## config.mk

```make
export PLATFORM = sky130hd
export DESIGN_NAME = card_flip_ctrl
export DESIGN_NICKNAME = d
export VERILOG_FILES = /design/src/rtl/card_flip_ctrl_pkg.sv /design/src/rtl/card_flip_ctrl_vsync_tick.sv /design/src/rtl/card_flip_ctrl.sv
export SDC_FILE = /design/constraint.sdc
export NUM_CORES = 1
export LEC_CHECK = 0
export ABC_AREA = 1
export BUFFER_PORTS_ARGS = -buffer_cell sky130_fd_sc_hd__buf_2
export CORE_AREA = 2 2 113 115
export CTS_CLUSTER_SIZE = 24
export DETAILED_ROUTE_END_ITERATION = 6
export DIE_AREA = 0 0 115 117
export PLACE_DENSITY = 0.75
export SYNTH_ARGS = -nofsm -noshare
export SYNTH_HDL_FRONTEND = slang
export SYNTH_HIERARCHICAL = 1
export SYNTH_SLANG_ARGS = --single-unit
```

## constraint.sdc

```tcl
create_clock -name pclk -period 2.3 [get_ports pclk]
set_input_delay 0.345 -clock pclk [delete_from_list [all_inputs] [get_ports pclk]]
set_output_delay 0.345 -clock pclk [all_outputs]
set_load 0.01 [all_outputs]
```

## src/rtl/card_flip_ctrl_pkg.sv

```systemverilog
// Shared game defines: FSM state encodings, board defaults and small helpers
// used by the card-flip memory game controller.
package card_flip_ctrl_pkg;

    // Board defaults: 16 tiles, 3-bit face ids (8 pairs), 60 frames of reveal.
    localparam int N_CARDS_DEF     = 16;
    localparam int FACE_W_DEF      = 3;
    localparam int SHOW_FRAMES_DEF = 60;

    // FSM state encodings.
    localparam logic [2:0] ST_IDLE   = 3'd0;
    localparam logic [2:0] ST_FIRST  = 3'd1;
    localparam logic [2:0] ST_SECOND = 3'd2;
    localparam logic [2:0] ST_SHOW   = 3'd3;
    localparam logic [2:0] ST_DONE   = 3'd4;

    // The move counter sticks at 255 rather than wrapping back to 0.
    function automatic logic [7:0] sat_inc8(input logic [7:0] v);
        return (v == 8'hFF) ? v : v + 8'd1;
    endfunction

endpackage

```

## src/rtl/card_flip_ctrl_vsync_tick.sv

```systemverilog
// Frame-tick generator: turns the VGA vertical sync level into a one-cycle
// pulse on its rising edge. Shared by any block that counts frames.
module vsync_tick (
    input  logic pclk,
    input  logic rst,
    input  logic vs_in,
    output logic tick
);

    logic vs_in_q;

    // Delay vsync by one pixel clock so its rising edge can be detected.
    always_ff @(posedge pclk) begin
        if (rst) begin
            vs_in_q <= 1'b0;
        end else begin
            vs_in_q <= vs_in;
        end
    end

    assign tick = vs_in & ~vs_in_q;

endmodule

```

## src/rtl/card_flip_ctrl.sv

```systemverilog
// Card-flip memory game controller. Tracks which tiles are face up or already
// matched, scores the two-pick attempts, and holds a mismatched pair visible
// for a fixed number of video frames before turning it back over.
//
//   state  | meaning
//   -------+-------------------------------------------------------------
//   IDLE   | after reset; waits for start, ignores picks and frame ticks
//   FIRST  | waiting for the first tile of an attempt
//   SECOND | first tile is face up; waiting for the second tile
//   SHOW   | mismatched pair visible; counting frames, picks ignored
//   DONE   | every pair found; outputs frozen until the next start
module card_flip_ctrl
    import card_flip_ctrl_pkg::*;
#(
    parameter int N_CARDS     = N_CARDS_DEF,
    parameter int FACE_W      = FACE_W_DEF,
    parameter int SHOW_FRAMES = SHOW_FRAMES_DEF
) (
    input  logic                      pclk,
    input  logic                      rst,
    input  logic                      vs_in,
    input  logic                      start,
    input  logic [N_CARDS*FACE_W-1:0] card_face,
    input  logic                      pick_valid,
    input  logic [3:0]                pick_idx,
    output logic [N_CARDS-1:0]        face_up,
    output logic [N_CARDS-1:0]        matched,
    output logic [3:0]                pairs_found,
    output logic [7:0]                moves,
    output logic                      busy,
    output logic                      game_done
);

    localparam int                TMR_W     = $clog2(SHOW_FRAMES + 1);
    localparam logic [TMR_W-1:0]  TMR_END   = TMR_W'(SHOW_FRAMES);
    localparam logic [3:0]        PAIRS_ALL = 4'(N_CARDS / 2);

    logic [2:0]                  state;
    logic [TMR_W-1:0]            timer;
    logic [N_CARDS*FACE_W-1:0]   face_lat;
    logic [3:0]                  first_idx;
    logic [3:0]                  second_idx;

    logic                        tick;
    logic [31:0]                 idx_ext;
    logic                        idx_in_range;
    logic [N_CARDS-1:0]          pick_mask;
    logic [N_CARDS-1:0]          first_mask;
    logic [N_CARDS-1:0]          second_mask;
    logic                        tile_free;
    logic                        pick_ok;
    logic [FACE_W-1:0]           first_face;
    logic [FACE_W-1:0]           pick_face;
    logic                        is_match;
    logic [3:0]                  pairs_nx;

    vsync_tick u_vsync_tick (
        .pclk  (pclk),
        .rst   (rst),
        .vs_in (vs_in),
        .tick  (tick)
    );

    // Decode the pick into a tile mask; out-of-range indices give an empty
    // mask so the board vectors are never indexed past N_CARDS.
    always_comb begin
        idx_ext      = 32'(pick_idx);
        idx_in_range = (idx_ext < 32'(N_CARDS));
        pick_mask    = idx_in_range ? (N_CARDS'(1) << pick_idx) : '0;
        first_mask   = N_CARDS'(1) << first_idx;
        second_mask  = N_CARDS'(1) << second_idx;
        tile_free    = idx_in_range && ((pick_mask & (face_up | matched)) == '0);
        // start takes priority over a pick arriving in the same cycle.
        pick_ok      = pick_valid && !start && tile_free &&
                       ((state == ST_FIRST) || (state == ST_SECOND));
        pairs_nx     = pairs_found + 4'd1;
    end

    // Look up the latched faces of the first tile and the tile being picked.
    always_comb begin
        first_face = '0;
        pick_face  = '0;
        for (int i = 0; i < N_CARDS; i++) begin
            if (first_idx == 4'(i)) begin
                first_face = face_lat[i*FACE_W +: FACE_W];
            end
            if (pick_idx == 4'(i)) begin
                pick_face = face_lat[i*FACE_W +: FACE_W];
            end
        end
        is_match = (first_face == pick_face);
    end

    // Game FSM with board state, scoring and the reveal timer.
    always_ff @(posedge pclk) begin
        if (rst) begin
            state       <= ST_IDLE;
            timer       <= '0;
            face_lat    <= '0;
            first_idx   <= 4'd0;
            second_idx  <= 4'd0;
            face_up     <= '0;
            matched     <= '0;
            pairs_found <= 4'd0;
            moves       <= 8'd0;
        end else if (start) begin
            state       <= ST_FIRST;
            timer       <= '0;
            face_lat    <= card_face;
            first_idx   <= 4'd0;
            second_idx  <= 4'd0;
            face_up     <= '0;
            matched     <= '0;
            pairs_found <= 4'd0;
            moves       <= 8'd0;
        end else begin
            case (state)
                ST_FIRST: begin
                    if (pick_ok) begin
                        face_up   <= face_up | pick_mask;
                        first_idx <= pick_idx;
                        state     <= ST_SECOND;
                    end
                end
                ST_SECOND: begin
                    if (pick_ok) begin
                        second_idx <= pick_idx;
                        moves      <= sat_inc8(moves);
                        if (is_match) begin
                            // Matched tiles leave the face-up set; the
                            // matched vector keeps them drawn from now on.
                            matched     <= matched | first_mask | pick_mask;
                            face_up     <= face_up & ~first_mask;
                            pairs_found <= pairs_nx;
                            state       <= (pairs_nx == PAIRS_ALL) ? ST_DONE : ST_FIRST;
                        end else begin
                            face_up <= face_up | pick_mask;
                            timer   <= '0;
                            state   <= ST_SHOW;
                        end
                    end
                end
                ST_SHOW: begin
                    if (timer == TMR_END) begin
                        face_up <= face_up & ~(first_mask | second_mask);
                        state   <= ST_FIRST;
                    end else if (tick) begin
                        timer <= timer + TMR_W'(1);
                    end
                end
                ST_IDLE, ST_DONE: begin
                    state <= state;
                end
                default: begin
                    state <= ST_IDLE;
                end
            endcase
        end
    end

    assign busy      = (state == ST_SHOW);
    assign game_done = (state == ST_DONE);

endmodule

```

==> metrics.txt, run 1 <==
status=complete, but fails checks; failing checks=setup timing; layout net count=1264; Max clock buf depth=2; initial antenna violation count=0; PD cells=500 mW/mm^2; Synth top area share=0.357; DR DRC count=0; Logic pwr share=0.184; largest net degree at the start of global routing=59; Synth Flop Type=dfxtp_1; Placement Rows=41; Worst Setup End Kind=primary output; crit-path max cell delay=0.35 ns; Filler cells=1051; Die W=115 um; Setup WS post-layout=-0.455 ns; clock latency at the later pin of the worst-skew pair=0.37 ns; switching share of total power=0.290; Wirelength per Cell=15.4 um; Final Core Density=0.704; MaxCap Viol Count=0; Via density=5.44; multi-input logic area=0.00393 mm^2; count of final max-slew check failures=0; Inst Count DP=1318; Syn Nets=1044; pre-CTS setup slack=-0.393 ns; Post-CTS Hold Fix Bufs=0; top cells by area, synth=dfxtp_1, nand2_1, nor2_1; commonest non-fill, non-tap cell in the layout=nand2_1; cells along the critical path=inv_4 -> nor2_4 -> nand2_4 -> nand2_2 -> nand2_1 -> nor2_1 -> nand4_1 -> nor4_2 -> nand2_2 -> inv_4 -> nor2_4 -> a211oi_4 -> nor2_2 -> buf_2; DRT Pass-1 Iters=6; Clock power frac=0.351; peak supply drop=498 uV; Period minus WS final=2.75 ns; crit path launch type=register; Mapped Cells=982; diode count=0; antenna viol nets, final=0; Global Route Usage Sum=0.304; HP Class=input port to register; gpl congestion=0.962; Max Clk Rate=363 MHz; Yosys reg bits=110; P&R area growth vs syn=40.4%; critical path type=register to primary output; Finished Layout Cells=1357; Storage cell area=0.00222 mm^2; Final Cell Area=0.00866 mm^2; Final setup viols=54; number of flops mapped to enable cells by yosys=0; HPWL Detailed=14300 um; synthesized area=0.00617 mm^2; Iter 0 DRT Violations=596; fraction of layout cells with a size suffix above 1=0.337; GRT overflow=0; Yosys cell types=42; Root Driver=clkbuf_16; Mean Syn Cell Area=6.28 um^2; Fin. Hold Viols=0; crit path max-delay cell type=dfxtp_2; CTS tree=built; Placement Cell Area=0.00761 mm^2; Final Skew=0.0144 ns; Detailed Route WL=20800 um; WP data required=1.96 ns; core region area=0.0123 mm^2; H-tree Lvls=3; commonest cells after routing, fill and taps aside=nand2_1, nor2_1, buf_4; Initial Utilization=0.501; Die Area=0.0135 mm^2; Sink Count=110; overall die height=117 um; Tcrit/Tclk final=1.20; RSZ-0062 raised after global routing=yes; port bufs=102; CTS buffer count=9; Seq pwr share=0.465; arrival time worst endpoint=2.41 ns; Synth warnings=6; leakage power=3.79 nW; Psw=1.26 mW; Slew @ Worst Pin=0.542 ns; largest area contributor in the netlist=dfxtp_1; Worst-path clk slew=0.08 ns; Crit Path Max Fanout=3; Pint=3.08 mW; Async S/R FF share, synth=0; post-synthesis sequential area ratio=0.357; Vias=7378; WHS=0.232 ns; first-pass GRT wire length=32100 um; num ports=103; Rel. slew slack=0.639; number of global-route vias before repair=6683
-- path summary, 6_finish.rpt --
path,startpoint,to,slack [ns],cells after the start
worst max-delay path,state[1],game_done,-0.45,14
worst min-delay path,card_face[5],face_lat[5],0.23,3
worst max register to register,first_idx[1],pairs_found[2],-0.36,23
worst min register to register,face_lat[43],face_lat[43],0.48,2
-- through the flow --
| stage | setup TNS (ns) | power [mW] |
|---|---|---|
| floorplan | 0 | 2.40 |
| global placement | -15.48 | 2.65 |
| detailed placement | -17.28 | 2.66 |
| CTS | -9.00 | 4.24 |
| global route | -22.52 | 4.50 |
| finish | -14.81 | 4.34 |
-- routing by layer --
layer  share of wire  track usage  vias to the layer above
met4           0.043        0.129                        0
met2            0.47        0.515                      316
met5               0            0                        -
met3           0.067       0.0479                       65
li1                -            -                     3639
met1            0.42        0.388                     3358
-- cell type report --
cell class | instances | share of cell area
Sequential cell | 110 | 0.256
Timing Repair inverter | 1 | 0.000867
Timing Repair Buffer | 241 | 0.190
Multi-Input combinational cell | 742 | 0.454
Tap cell | 150 | 0.0217
Clock buffer | 13 | 0.0300
Inverter | 97 | 0.0449
Clock inverter | 3 | 0.00217
-- critical path: cells and delay by family (launching register included) --
kind,cells,cell delay (ns)
AOI/OAI and AO/OA,1,0.25
buffers and inverters,3,0.31
DFF,1,0.35
and+or+nand+nor,10,1.13
-- sequential cells by signal, summed over array words and instances, names as in the netlist --
name / cells
face_lat: 48
face_up: 16
matched: 16
moves: 8
timer: 6
first_idx: 4
pairs_found: 4
second_idx: 4
state: 3
u_vsync_tick/vs_in_q: 1
-- cells in the mapped netlist, drive strengths merged (5+ instances only) --
| master | count |
|---|---|
| clkbuf | 25 |
| a21oi | 107 |
| buf | 8 |
| or2 | 13 |
| nor4 | 7 |
| dfxtp | 110 |
| nor3 | 15 |
| a211oi | 11 |
| o22ai | 6 |
| nand2 | 264 |
| ha | 5 |
| nor2 | 172 |
| inv | 94 |
| o21ai | 64 |
| nand4 | 21 |
| nand3 | 40 |
-- cells by family after synthesis --
| group | count (synthesis) | synth area share |
|---|---|---|
| simple gates | 535 | 0.371 |
| buf+inv | 130 | 0.0823 |
| fa+ha+maj | 5 | 0.0101 |
| xor+xnor | 6 | 0.00852 |
| compound gates | 196 | 0.171 |
| flops | 110 | 0.357 |
-- power by group through the flow --
| stage | combinational (mW) | sequential, mW | clock, mW |
|---|---|---|---|
| finish | 0.798 | 2.02 | 1.52 |
| global route | 0.861 | 2.02 | 1.62 |
| CTS | 0.696 | 2.02 | 1.53 |
| detailed placement | 0.600 | 2.06 | 0 |
| global placement | 0.592 | 2.06 | 0 |
| floorplan | 0.347 | 2.05 | 0 |
-- repair_timing --
item                                    4_1_cts  5_1_grt
buffers inserted                             21        8
gates cloned                                  2        0
gates resized for setup                     110       77
endpoints found under the setup margin       48       62
pin swaps                                    33       34
No activity file was read; power rests on OpenSTA's default activity.
==> inputs of run 2 (changes only) <==
--- a/config.mk
+++ b/config.mk
@@ -5,12 +5,11 @@
 export SDC_FILE = /design/constraint.sdc
 export NUM_CORES = 1
 export LEC_CHECK = 0
-export ABC_AREA = 1
 export BUFFER_PORTS_ARGS = -buffer_cell sky130_fd_sc_hd__buf_2
-export CORE_AREA = 2 2 113 115
+export CORE_AREA = 2 2 116 118
 export CTS_CLUSTER_SIZE = 24
 export DETAILED_ROUTE_END_ITERATION = 6
-export DIE_AREA = 0 0 115 117
+export DIE_AREA = 0 0 118 120
 export PLACE_DENSITY = 0.75
 export SYNTH_ARGS = -nofsm -noshare
 export SYNTH_HDL_FRONTEND = slang
==> metrics.txt, run 2 <==
status=complete, but fails checks (unchanged); failing checks=setup timing (unchanged); CTS buffer count=9 (unchanged); Period minus WS final=2.69 ns (was 2.75 ns); peak supply drop=327 uV (was 498 uV); overall die height=120 um (was 117 um); Placement Cell Area=0.00815 mm^2 (was 0.00761 mm^2); GRT overflow=0 (unchanged); largest net degree at the start of global routing=49 (was 59); MaxCap Viol Count=0 (unchanged); pre-CTS setup slack=-0.562 ns (was -0.393 ns); Root Driver=clkbuf_16 (unchanged); layout net count=1080 (was 1264); Slew @ Worst Pin=0.785 ns (was 0.542 ns); commonest non-fill, non-tap cell in the layout=buf_4 (was nand2_1); largest reg by FF count=face_lat (unchanged); most instantiated library cell after synthesis=nor2_1 (was nand2_1); Fin. Hold Viols=0 (unchanged); Yosys reg bits=110 (unchanged); largest area contributor in the netlist=dfxtp_1 (unchanged); Worst-path clk slew=0.07 ns (was 0.08 ns); crit path max-delay cell type=dfxtp_4 (was dfxtp_2); Rel. slew slack=0.477 (was 0.639); Final Core Density=0.691 (was 0.704); HPWL Detailed=15300 um (was 14300 um); Max Clk Rate=372 MHz (was 363 MHz); Yosys cell types=80 (was 42); Crit Path Max Fanout=8 (was 3); H-tree Lvls=3 (unchanged); WP data required=2.54 ns (was 1.96 ns); leakage power=3.88 nW (was 3.79 nW); Final Cell Area=0.00896 mm^2 (was 0.00866 mm^2); WL met2=10200 um (was 9770 um); Iter 0 DRT Violations=688 (was 596); core region area=0.0130 mm^2 (was 0.0123 mm^2); number of global-route vias before repair=6691 (was 6683); port bufs=102 (unchanged); initial antenna violation count=0 (unchanged); Global Route Usage Sum=0.295 (was 0.304); Via density=5.86 (was 5.44); arrival time worst endpoint=2.93 ns (was 2.41 ns); Wirelength per Cell=17.6 um (was 15.4 um); crit-path max cell delay=0.37 ns (was 0.35 ns); count of final max-slew check failures=0 (unchanged); Synth top area share=0.334 (was 0.357); Worst Setup End Kind=register (was primary output); number of flops mapped to enable cells by yosys=0 (unchanged); top cells by instance count after synthesis=nor2_1, dfxtp_1, nand2_1 (was nand2_1, nor2_1, dfxtp_1); PD cells=501 mW/mm^2 (was 500 mW/mm^2); critical path type=register to register (was register to primary output); clock latency at the later pin of the worst-skew pair=0.37 ns (about the same); highest routed layer=met4 (unchanged); Final Skew=0.0125 ns (was 0.0144 ns); post-synthesis sequential area ratio=0.334 (was 0.357); metal3 WL=1480 um (was 1390 um); fraction of layout cells with a size suffix above 1=0.351 (was 0.337); Setup WS post-layout=-0.387 ns (was -0.455 ns); Max clock buf depth=2 (unchanged); Detailed Route WL=21200 um (was 20800 um); R2R depth=14 (was 23); num ports=103 (unchanged); Initial Utilization=0.508 (was 0.501); antenna viol nets, final=0 (unchanged); crit path launch type=register (unchanged); Crit path top cell by count=buf_6; gpl congestion=0.961 (was 0.962); RSZ-0062 raised after global routing=yes (unchanged); Die W=118 um (was 115 um); Mean Syn Cell Area=8.12 um^2 (was 6.28 um^2); CTS tree=built (unchanged); synthesized area=0.00659 mm^2 (was 0.00617 mm^2); DR DRC count=0 (unchanged); Synth Flop Type=dfxtp_1 (unchanged); Synth warnings=6 (unchanged); Syn Nets=873 (was 1044); cells along the critical path=buf_6 -> buf_6 -> nor2b_4 -> a2111oi_4 -> o32ai_2 -> a31oi_2 -> o211a_1 -> a211oi_4 -> buf_6 -> buf_4 -> and2_4 -> buf_6 -> a31oi_4 -> nor2_1 (was inv_4 -> nor2_4 -> nand2_4 -> nand2_2 -> nand2_1 -> nor2_1 -> nand4_1 -> nor4_2 -> nand2_2 -> inv_4 -> nor2_4 -> a211oi_4 -> nor2_2 -> buf_2); hold depth=3 (unchanged); Final setup viols=46 (was 54); Die Area=0.0142 mm^2 (was 0.0135 mm^2); Filler cells=1076 (was 1051); commonest cells after routing, fill and taps aside=buf_4, nor2_1, dfxtp_1 (was nand2_1, nor2_1, buf_4); diode count=0 (unchanged); Placement Rows=42 (was 41); P&R area growth vs syn=36.0% (was 40.4%); max FFs per register=48 (unchanged); Tcrit/Tclk final=1.17 (was 1.20); Sink Count=110 (unchanged); Mapped Cells=811 (was 982); metal1 wirelength=8760 um (was 8780 um); first-pass GRT wire length=33800 um (was 32100 um); top cells by area, synth=dfxtp_1, mux2i_1, nor2_1 (was dfxtp_1, nand2_1, nor2_1); Async S/R FF share, synth=0 (unchanged); HP Class=input port to register (unchanged); Tot Pwr=4.49 mW (was 4.34 mW); DRT Pass-1 Iters=5 (was 6); Top Registers=face_lat x48, face_up x16, matched x16 (unchanged); Vias=7027 (was 7378); Post-CTS Hold Fix Bufs=0 (unchanged)
-- run 2: cell count changes after synthesis, moves of 19 or more --
cell,change
nand2_1,-191
inv_1,-65
mux2i_1,+63
a21oi_1,-61
a31oi_1,+27
nor2_1,-25
nand3_1,-20
o211ai_1,+19
-- run 2: final timing paths --
path	startpoint	endpoint	slack [ns]
setup / recovery	first_idx[1]	matched[12]	-0.39
hold / removal	card_face[25]	face_lat[25]	0.21
setup reg to reg	first_idx[1]	matched[12]	-0.39
hold reg to reg	face_lat[8]	face_lat[8]	0.50
-- run 2: repair_timing --
item,CTS,global route
resized for setup,41,40
gates cloned,1,1
buffers inserted,6,2
pin swaps,21,24
endpoints found under the setup margin,48,56
-- run 2: metal layers --
metal / up-vias / global-route usage
met1: 3268 / 0.374
met5: - / 0
met3: 65 / 0.0532
li1: 3363 / -
met4: 0 / 0.125
met2: 331 / 0.494
-- run 2: worst max-delay path, delay by kind of cell (launching register included) --
kind	cells	cell delay, ns
simple gates	3	0.39
buf+inv	5	0.66
flops	1	0.37
compound gates	6	1.12
-- run 2: kinds of logic (layout without fill, tap and decap cells) --
| logic type | Yosys count | count (layout) | share of synthesized area |
|---|---|---|---|
| AOI/OAI and AO/OA | 219 | 219 | 0.226 |
| xor gates and xnor gates | 13 | 13 | 0.0173 |
| adders and majority gates | 5 | 5 | 0.00949 |
| buffers and inverters | 81 | 293 | 0.0708 |
| DFF | 110 | 110 | 0.334 |
| muxes | 68 | 68 | 0.106 |
| and+or+nand+nor | 315 | 315 | 0.236 |
-- run 2: power breakdown --
group          switching [mW]  leakage, nW  internal [mW]  total, mW
clock network           0.739        0.150          0.958       1.70
logic                   0.402         2.83          0.391      0.793
registers              0.0495        0.899           1.95       2.00
total                    1.19         3.88           3.30       4.49
-- run 2: area by class of cell --
type | instances | area, um^2 | share of cell area
Inverter | 15 | 56.3 | 0.00628
Clock inverter | 5 | 81.3 | 0.00907
Multi-Input combinational cell | 620 | 4300 | 0.480
Sequential cell | 110 | 2210 | 0.247
Clock buffer | 11 | 233 | 0.0260
Tap cell | 176 | 220 | 0.0246
Timing Repair Buffer | 262 | 1860 | 0.208
-- run 2: through the flow --
step	TNS, ns	instances	hold slack [ns]
after floorplan	-2.38	811	0.409
after global placement	-24.60	1173	0.471
after detailed placement	-27.27	1173	0.485
after CTS	-10.73	1196	0.208
after global routing	-18.72	1199	0.212
final	-13.19	1199	0.210
==> inputs of run 3 (changes only) <==
--- a/config.mk
+++ b/config.mk
@@ -6,10 +6,10 @@
 export NUM_CORES = 1
 export LEC_CHECK = 0
 export BUFFER_PORTS_ARGS = -buffer_cell sky130_fd_sc_hd__buf_2
-export CORE_AREA = 2 2 116 118
+export CORE_AREA = 3 3 117 119
 export CTS_CLUSTER_SIZE = 24
 export DETAILED_ROUTE_END_ITERATION = 6
-export DIE_AREA = 0 0 118 120
+export DIE_AREA = 0 0 120 122
 export PLACE_DENSITY = 0.75
 export SYNTH_ARGS = -nofsm -noshare
 export SYNTH_HDL_FRONTEND = slang
==> metrics.txt, run 3 (synthesis gave the netlist of run 2 again) <==
Pint=3.17 mW (was 3.30 mW); RSZ-0062 raised after global routing=yes (unchanged); R2R Setup Slk=-0.36 ns (was -0.39 ns); initial antenna violation count=0 (unchanged); Detailed Route WL=20800 um (was 21200 um); largest reg by FF count=face_lat (unchanged); Setup WS post-layout=-0.358 ns (was -0.387 ns); Crit Path Max Fanout=6 (was 8); Placement Rows=41 (was 42); CTS buffer count=9 (unchanged); DR DRC count=0 (unchanged); Clock power frac=0.374 (was 0.378); Vias=6937 (was 7027); Global Route Usage Sum=0.284 (was 0.295); leakage power=3.73 nW (was 3.88 nW); cells along the critical path=buf_4 -> or3b_4 -> a21oi_2 -> a31oi_1 -> o211ai_1 -> buf_4 -> nand3_4 -> a211oi_4 -> buf_4 -> and2_4 -> buf_4 -> nand3_1 -> a21oi_2 (was buf_6 -> buf_6 -> nor2b_4 -> a2111oi_4 -> o32ai_2 -> a31oi_2 -> o211a_1 -> a211oi_4 -> buf_6 -> buf_4 -> and2_4 -> buf_6 -> a31oi_4 -> nor2_1); Psw=1.20 mW (was 1.19 mW); Fin. Hold Viols=0 (unchanged); Finished Layout Cells=1170 (was 1199); first-pass GRT wire length=33600 um (was 33800 um); MaxCap Viol Count=0 (unchanged); arrival time worst endpoint=2.96 ns (was 2.93 ns); num ports=103 (unchanged); Sink Count=110 (unchanged); Worst-path clk slew=0.08 ns (was 0.07 ns); status=complete, but fails checks (unchanged); Filler cells=1072 (was 1076); CTS tree=built (unchanged); Max Clk Rate=376 MHz (was 372 MHz); GRT overflow=0 (unchanged); P&R area growth vs syn=30.4% (was 36.0%); count of final max-slew check failures=0 (unchanged); Tcrit/Tclk final=1.16 (was 1.17); Final Skew=0.00845 ns (was 0.0125 ns); Wirelength per Cell=17.8 um (was 17.6 um); metal1 wirelength=8820 um (was 8760 um); layout net count=1055 (was 1080); Rel. slew slack=0.477 (about the same); Inst Count DP=1145 (was 1173); Initial Utilization=0.520 (was 0.508); core region area=0.0127 mm^2 (was 0.0130 mm^2); Worst Setup End Kind=register (unchanged); DRT Pass-1 Iters=5 (unchanged); highest routed layer=met4 (unchanged); crit path launch type=register (unchanged); Period minus WS final=2.66 ns (was 2.69 ns); number of global-route vias before repair=6493 (was 6691); Die Area=0.0146 mm^2 (was 0.0142 mm^2); Seq pwr share=0.459 (was 0.446); delay-heaviest family, CP=compound AO/OA/AOI/OAI gates (unchanged); critical path type=register to register (unchanged); HP Class=input port to register (unchanged); gpl congestion=1.01 (was 0.961); Max clock buf depth=2 (unchanged); clock latency at the later pin of the worst-skew pair=0.36 ns (was 0.37 ns); failing checks=setup timing (unchanged); port bufs=102 (unchanged); HPWL Detailed=15400 um (was 15300 um); peak supply drop=547 uV (was 327 uV); crit path max-delay cell type=or3b_4 (was dfxtp_4); Top Registers=face_lat x48, face_up x16, matched x16 (unchanged); WP data required=2.61 ns (was 2.54 ns); Final Cell Area=0.00859 mm^2 (was 0.00896 mm^2); switching share of total power=0.275 (was 0.265); multi-input logic area=0.00415 mm^2 (was 0.00430 mm^2); PD cells=508 mW/mm^2 (was 501 mW/mm^2); crit-path max cell delay=0.39 ns (was 0.37 ns); fraction of layout cells with a size suffix above 1=0.323 (was 0.351); Via density=5.93 (was 5.86); commonest non-fill, non-tap cell in the layout=nor2_1 (was buf_4); Storage cell area=0.00221 mm^2 (about the same); antenna viol nets, final=0 (unchanged); Iter 0 DRT Violations=782 (was 688); overall die height=122 um (was 120 um); Logic pwr share=0.167 (was 0.177); Die W=120 um (was 118 um); H-tree Lvls=3 (unchanged); Placement Cell Area=0.00800 mm^2 (was 0.00815 mm^2); diode count=0 (unchanged); WL met2=9690 um (was 10200 um); commonest cells after routing, fill and taps aside=nor2_1, buf_4, dfxtp_1 (was buf_4, nor2_1, dfxtp_1); metal3 WL=1650 um (was 1480 um); max FFs per register=48 (unchanged); Critical path buffers and inverters=4 (was 5); Slew @ Worst Pin=0.784 ns (was 0.785 ns); Root Driver=clkbuf_16 (unchanged); Crit path top cell by count=buf_4 (was buf_6); Final setup viols=45 (was 46); largest net degree at the start of global routing=50 (was 49)
==> run 3: area by class of cell <==
| cell class | count | area share |
|---|---|---|
| Clock buffer | 9 | 0.0262 |
| Clock inverter | 7 | 0.00961 |
| Inverter | 15 | 0.00655 |
| Multi-Input combinational cell | 620 | 0.484 |
| Sequential cell | 110 | 0.257 |
| Tap cell | 172 | 0.0251 |
| Timing Repair Buffer | 237 | 0.192 |
==> run 3: worst paths after layout <==
check,cells past startpoint,from,to
worst min register to register,2,face_lat[8],face_lat[8]
worst max register to register,13,first_idx[1],pairs_found[1]
worst min-delay path,3,card_face[47],face_lat[47]
worst max-delay path,13,first_idx[1],pairs_found[1]
==> run 3: power groups by stage <==
stage	clock, mW	combinational, mW	sequential, mW
after detailed placement	0	0.637	2.05
final	1.63	0.729	2.01
after global routing	1.73	0.785	2.01
after global placement	0	0.627	2.05
after CTS	1.67	0.710	2.00
after floorplan	0	0.407	2.03
==> run 3: tightest hold or removal path, stage by stage <==
cell     delay (ns)
buf_2          0.07
mux2i_1        0.05
nor2_1         0.07
==> run 3: repair_timing <==
action | CTS | global route
pin swaps | 14 | 5
cloned | 1 | 0
gates resized for setup | 36 | 12
hold buffers | 0 | 0
endpoints found under the setup margin | 46 | 52
buffers inserted | 7 | 1
==> run 3: layer usage <==
metal	track usage	vias up
li1	-	3316
met1	0.373	3206
met2	0.465	353
met3	0.0534	62
met4	0.111	0
met5	0	-
==> run 3: metrics by stage <==
stage / setup TNS, ns / setup WS (ns) / power, mW / hold WS (ns) / utilization
global route: -17.83 / -0.462 / 4.52 / 0.222 / 0.678
detailed placement: -29.00 / -0.654 / 2.69 / 0.483 / 0.632
floorplan: -2.38 / -0.140 / 2.44 / 0.409 / -
global placement: -27.10 / -0.617 / 2.68 / 0.471 / 0.632
finish: -13.08 / -0.358 / 4.37 / 0.210 / 0.678
CTS: -10.83 / -0.293 / 4.38 / 0.205 / 0.673
